==> config.mk <==
export PLATFORM = sky130hd
export DESIGN_NAME = shift_iter
export DESIGN_NICKNAME = d
export VERILOG_FILES = /design/src/rtl/shift_iter.sv
export SDC_FILE = /design/constraint.sdc
export NUM_CORES = 1
export LEC_CHECK = 0
export ABC_AREA = 1
export CORE_MARGIN = 2
export CORE_UTILIZATION = 55
export CTS_CLUSTER_DIAMETER = 200
export DETAILED_ROUTE_END_ITERATION = 10
export DONT_BUFFER_PORTS = 1
export PLACE_DENSITY = 0.78
export SYNTH_ARGS = -nofsm -noshare
export SYNTH_HDL_FRONTEND = slang
export SYNTH_SLANG_ARGS = --single-unit
==> constraint.sdc <==
create_clock -name clk -period 2.1 [get_ports clk]
set_input_delay 0.42 -clock clk [delete_from_list [all_inputs] [get_ports clk]]
set_output_delay 0.42 -clock clk [all_outputs]
set_load 0.01 [all_outputs]
==> src/rtl/shift_iter.sv <==
// shift_iter: iterative one-bit-per-cycle shifter with an IDLE/SHIFT/DONE FSM.
// Define SHIFT_ITER_ARITH_EN to add the arith port and arithmetic right shifts.
module shift_iter (
    input  logic        clk,
    input  logic        reset,
    input  logic        start,
    input  logic [15:0] A,
    input  logic        ir,
    input  logic [3:0]  amt,
`ifdef SHIFT_ITER_ARITH_EN
    input  logic        arith,
`endif
    output logic        busy,
    output logic        done,
    output logic [15:0] Y
);

    typedef enum logic [1:0] {
        IDLE  = 2'd0,
        SHIFT = 2'd1,
        DONE  = 2'd2
    } state_t;

    state_t      state;
    state_t      state_nx;
    logic [15:0] work;
    logic [15:0] work_sh;
    logic [3:0]  cnt;
    logic        dir;
    logic        fill;

`ifdef SHIFT_ITER_ARITH_EN
    logic        arith_q;

    // Replicating work[15] keeps the captured sign bit for every step.
    assign fill = arith_q & dir & work[15];
`else
    assign fill = 1'b0;
`endif

    always_comb begin
        work_sh = {work[14:0], 1'b0};
        if (dir) begin
            work_sh = {fill, work[15:1]};
        end
    end

    always_ff @(posedge clk or posedge reset) begin
        if (reset) begin
            state <= IDLE;
        end else begin
            state <= state_nx;
        end
    end

    always_comb begin
        state_nx = state;
        unique case (state)
            IDLE: begin
                if (start) begin
                    state_nx = (amt == 4'd0) ? DONE : SHIFT;
                end
            end
            SHIFT: begin
                if (cnt == 4'd1) begin
                    state_nx = DONE;
                end
            end
            DONE:    state_nx = IDLE;
            default: state_nx = IDLE;
        endcase
    end

    always_comb begin
        busy = (state == SHIFT);
        done = (state == DONE);
    end

    // Operands are captured only in IDLE, so late starts and input changes are inert.
    always_ff @(posedge clk or posedge reset) begin
        if (reset) begin
            work    <= '0;
            cnt     <= '0;
            dir     <= 1'b0;
            Y       <= '0;
`ifdef SHIFT_ITER_ARITH_EN
            arith_q <= 1'b0;
`endif
        end else begin
            unique case (state)
                IDLE: begin
                    if (start) begin
                        work    <= A;
                        dir     <= ir;
                        cnt     <= amt;
`ifdef SHIFT_ITER_ARITH_EN
                        arith_q <= arith;
`endif
                        if (amt == 4'd0) begin
                            Y <= A;
                        end
                    end
                end
                SHIFT: begin
                    work <= work_sh;
                    cnt  <= cnt - 4'd1;
                    if (cnt == 4'd1) begin
                        Y <= work_sh;
                    end
                end
                default: begin
                end
            endcase
        end
    end

endmodule
==> summary.md <==
| Metric | Value |
|---|---|
| Die width | `65.2 µm` |
| Syn_nets | `317` |
| Worst-case reg-to-reg path depth | `6` |
| DRC viols | `0` |
| Comb pwr share | `0.441` |
| Clock Power Share | `0.191` |
| Max Cap Viol | `0` |
| CTS buffer count | `5` |
| Worst slew pin tran | `712 ps` |
| CP Capture Point | `busy` |
| Post-route clock period utilization | `0.838` |
| Via count | `1780` |
| Final core occ | `0.607` |
| Max Clock Freq | `568 MHz` |
| Placed cells | `332` |
| Worst-path clk slew | `80 ps` |
| Clock Skew | `5.93 ps` |
| Gr usage total | `0.245` |
| Worst endpoint required time | `1680 ps` |
| Max Slew Vio Count | `0` |
| Final ANT Viol Nets | `0` |
| Count of buffers from port buffering | `0` |
| Cts hold-fix bufs | `0` |
| Worst r2r src | `state[1]$_DFFE_PP0P_` |
| Post-Synth XOR/XNOR Area | `0` |
| Routed WL | `4650 µm` |
| Sequential fraction of the synthesis area | `0.474` |
| Sw power | `1.76 mW` |
| Share of post-route cells with drive strength above 1 | `0.0753` |
| Post-detail-place hpwl | `3200 µm` |
| Syn Inst Count | `291` |
| Layout Cells excl Fill | `340` |
| Main combinational cell family by area after synthesis | `simple AND/OR/NAND/NOR gates` |
| Mean routed wirelength per cell | `13.7 µm` |
| Iteration-0 DRC Markers | `122` |
| Hold Slack | `135 ps` |
| Ant. Diodes | `0` |
| Syn avg cell area | `7.07 µm²` |
| Placed cell area | `2070 µm²` |
| Switching Fraction | `0.451` |
| Internal power | `2.14 mW` |
| H-tree depth | `2` |
| Row count | `22` |
| Vias in the first global route | `1762` |
| Yosys warnings | `0` |
| Final min period | `1760 ps` |
| Worst R2R Setup Slack | `480 ps` |
| Worst Hold Class | `in2async` |
| Final hold vios | `0` |
| Top FF cell, synth | `dfrtp_1` |
| Slew headroom | `0.524` |
| Adder-cell share of the synthesized area | `0.0122` |
| Gpl congestion | `0.829` |
| Sequential power share | `0.368` |
| Crit. End Element | `output pin` |
| Worst-case clock buffer depth | `2` |
| Post-CTS Resized | `0` |
| Grt total ovfl | `0` |
| Status | `complete, no violations` |
| Reg2reg end | `Y[14]$_DFFE_PP0P_` |
| Skew-Pair Late Insertion Delay | `290 ps` |
| Global-route wire length before repair | `7880 µm` |
| Worst Setup SP | `state[0]$_DFFE_PP0P_` |
| RSZ-0062 raised after global routing | `false` |
| Synth Register Bits | `39` |
| Commonest non-fill, non-tap cell in the layout | `nand2_1` |
| Via density | `5.24` |
| DRT Pass-1 Iters | `4` |
| # nets final | `317` |
| Mux contribution to synthesized area | `0` |
| Root Buffer | `clkbuf_8` |
| Crit-path max FO | `11` |
| Power Dens Cells | `1770 nW/µm²` |
| Max VDD drop | `0.000798 V` |
| Top Ports | `42` |
| Synth Area in Compound Gates | `0.0286` |
| Setup CP Type | `reg2out` |
| Initial Util | `0.566` |
| Die extent in y | `65.2 µm` |
| Leakage Power | `1.25 nW` |
| CTS tree | `yes` |
| Antenna violations before repair | `0` |
| Yosys cell types | `22` |
| Crit path launch type | `flip-flop` |
| Post-route cell area | `2210 µm²` |
| Synth async-reset ratio | `1.00` |
| Die Footprint | `4250 µm²` |
| Final setup violation count | `0` |
| TNS Setup | `0 ps` |
| Post-synth EDFFs | `0` |
| CP arrival | `1340 ps` |
| Most frequent cells in the layout | `185 x nand2_1, 39 x dfrtp_1, 22 x nand3_1, 7 x nor2_1, 7 x buf_4` |
| Clk sinks | `39` |
| Setup bufs post-CTS | `0` |
| Core ar. | `3630 µm²` |
| Largest net degree at the start of global routing | `40` |
| Syn-to-layout area delta | `7.23%` |
| Netlist Area Pre-Place | `2060 µm²` |
| # fillers | `344` |
| Simple-gate share of the synthesized area | `0.424` |
==> flip-flops by register name, summed over array words and instances (netlist names) <==
register,count
state,2
work,16
dir,1
Y,16
cnt,4
==> power by group through the flow <==
stage	clock network, mW	registers (mW)	logic [mW]
after floorplan	0	1.37	1.47
after global placement	0	1.44	1.69
after detailed placement	0	1.45	1.72
after CTS	0.752	1.44	1.73
after global routing	0.780	1.49	2.00
final	0.744	1.44	1.72
==> cell usage after synthesis (2+ instances only) <==
library cell | count | area [µm²]
buf_6 | 4 | 45.0
inv_2 | 3 | 11.3
nand3_1 | 22 | 110
inv_1 | 5 | 18.8
ha_1 | 2 | 25.0
nand2_1 | 185 | 694
buf_2 | 7 | 35.0
dfrtp_1 | 39 | 976
o21ai_0 | 3 | 15.0
nor2_1 | 7 | 26.3
o21ai_1 | 3 | 15.0
==> metal layers <==
metal  share of wire  GRT usage
met1            0.43      0.303
met2            0.49      0.411
met4           0.013     0.0859
met3           0.065     0.0685
met5               0          0
==> worst max-delay path, cell delays in order (launching register included) <==
cell and delay, ps:
dfrtp_1 430, inv_2 80, nor2_4 270, buf_4 270
==> worst min-delay path by stage <==
stage / startpoint / to / slack [ps] / depth (start not counted)
global route: reset / Y[3]$_DFFE_PP0P_ / 180 / 2
detailed placement: work[0]$_DFFE_PP0P_ / work[0]$_DFFE_PP0P_ / 470 / 2
CTS: reset / Y[7]$_DFFE_PP0P_ / 150 / 2
floorplan: work[0]$_DFFE_PP0P_ / work[0]$_DFFE_PP0P_ / 450 / 2
global placement: reset / Y[4]$_DFFE_PP0P_ / 460 / 2
finish: reset / Y[7]$_DFFE_PP0P_ / 140 / 2
==> cells by family after synthesis <==
kind of cell | Yosys count
buffers and inverters | 22
AOI/OAI and AO/OA | 9
DFF | 39
and+or+nand+nor | 219
adders and majority gates | 2
==> metrics by stage <==
step	total power, mW	setup WS [ps]
detailed placement	3.17	491
CTS	3.92	351
finish	3.90	340
global placement	3.13	503
floorplan	2.84	791
global route	4.27	280
==> final cells by class <==
| class | instances | area, µm² | share of cell area |
|---|---|---|---|
| sequential | 39 | 976 | 0.442 |
| multi-input combinational | 230 | 956 | 0.433 |
| clock buffer | 6 | 72.6 | 0.0329 |
| clock inverter | 2 | 60.1 | 0.0272 |
| tap | 48 | 60.1 | 0.0272 |
| timing repair buffer | 7 | 52.6 | 0.0238 |
| inverter | 8 | 30.0 | 0.0136 |
Note: power is estimated with default switching activity, not from simulation.
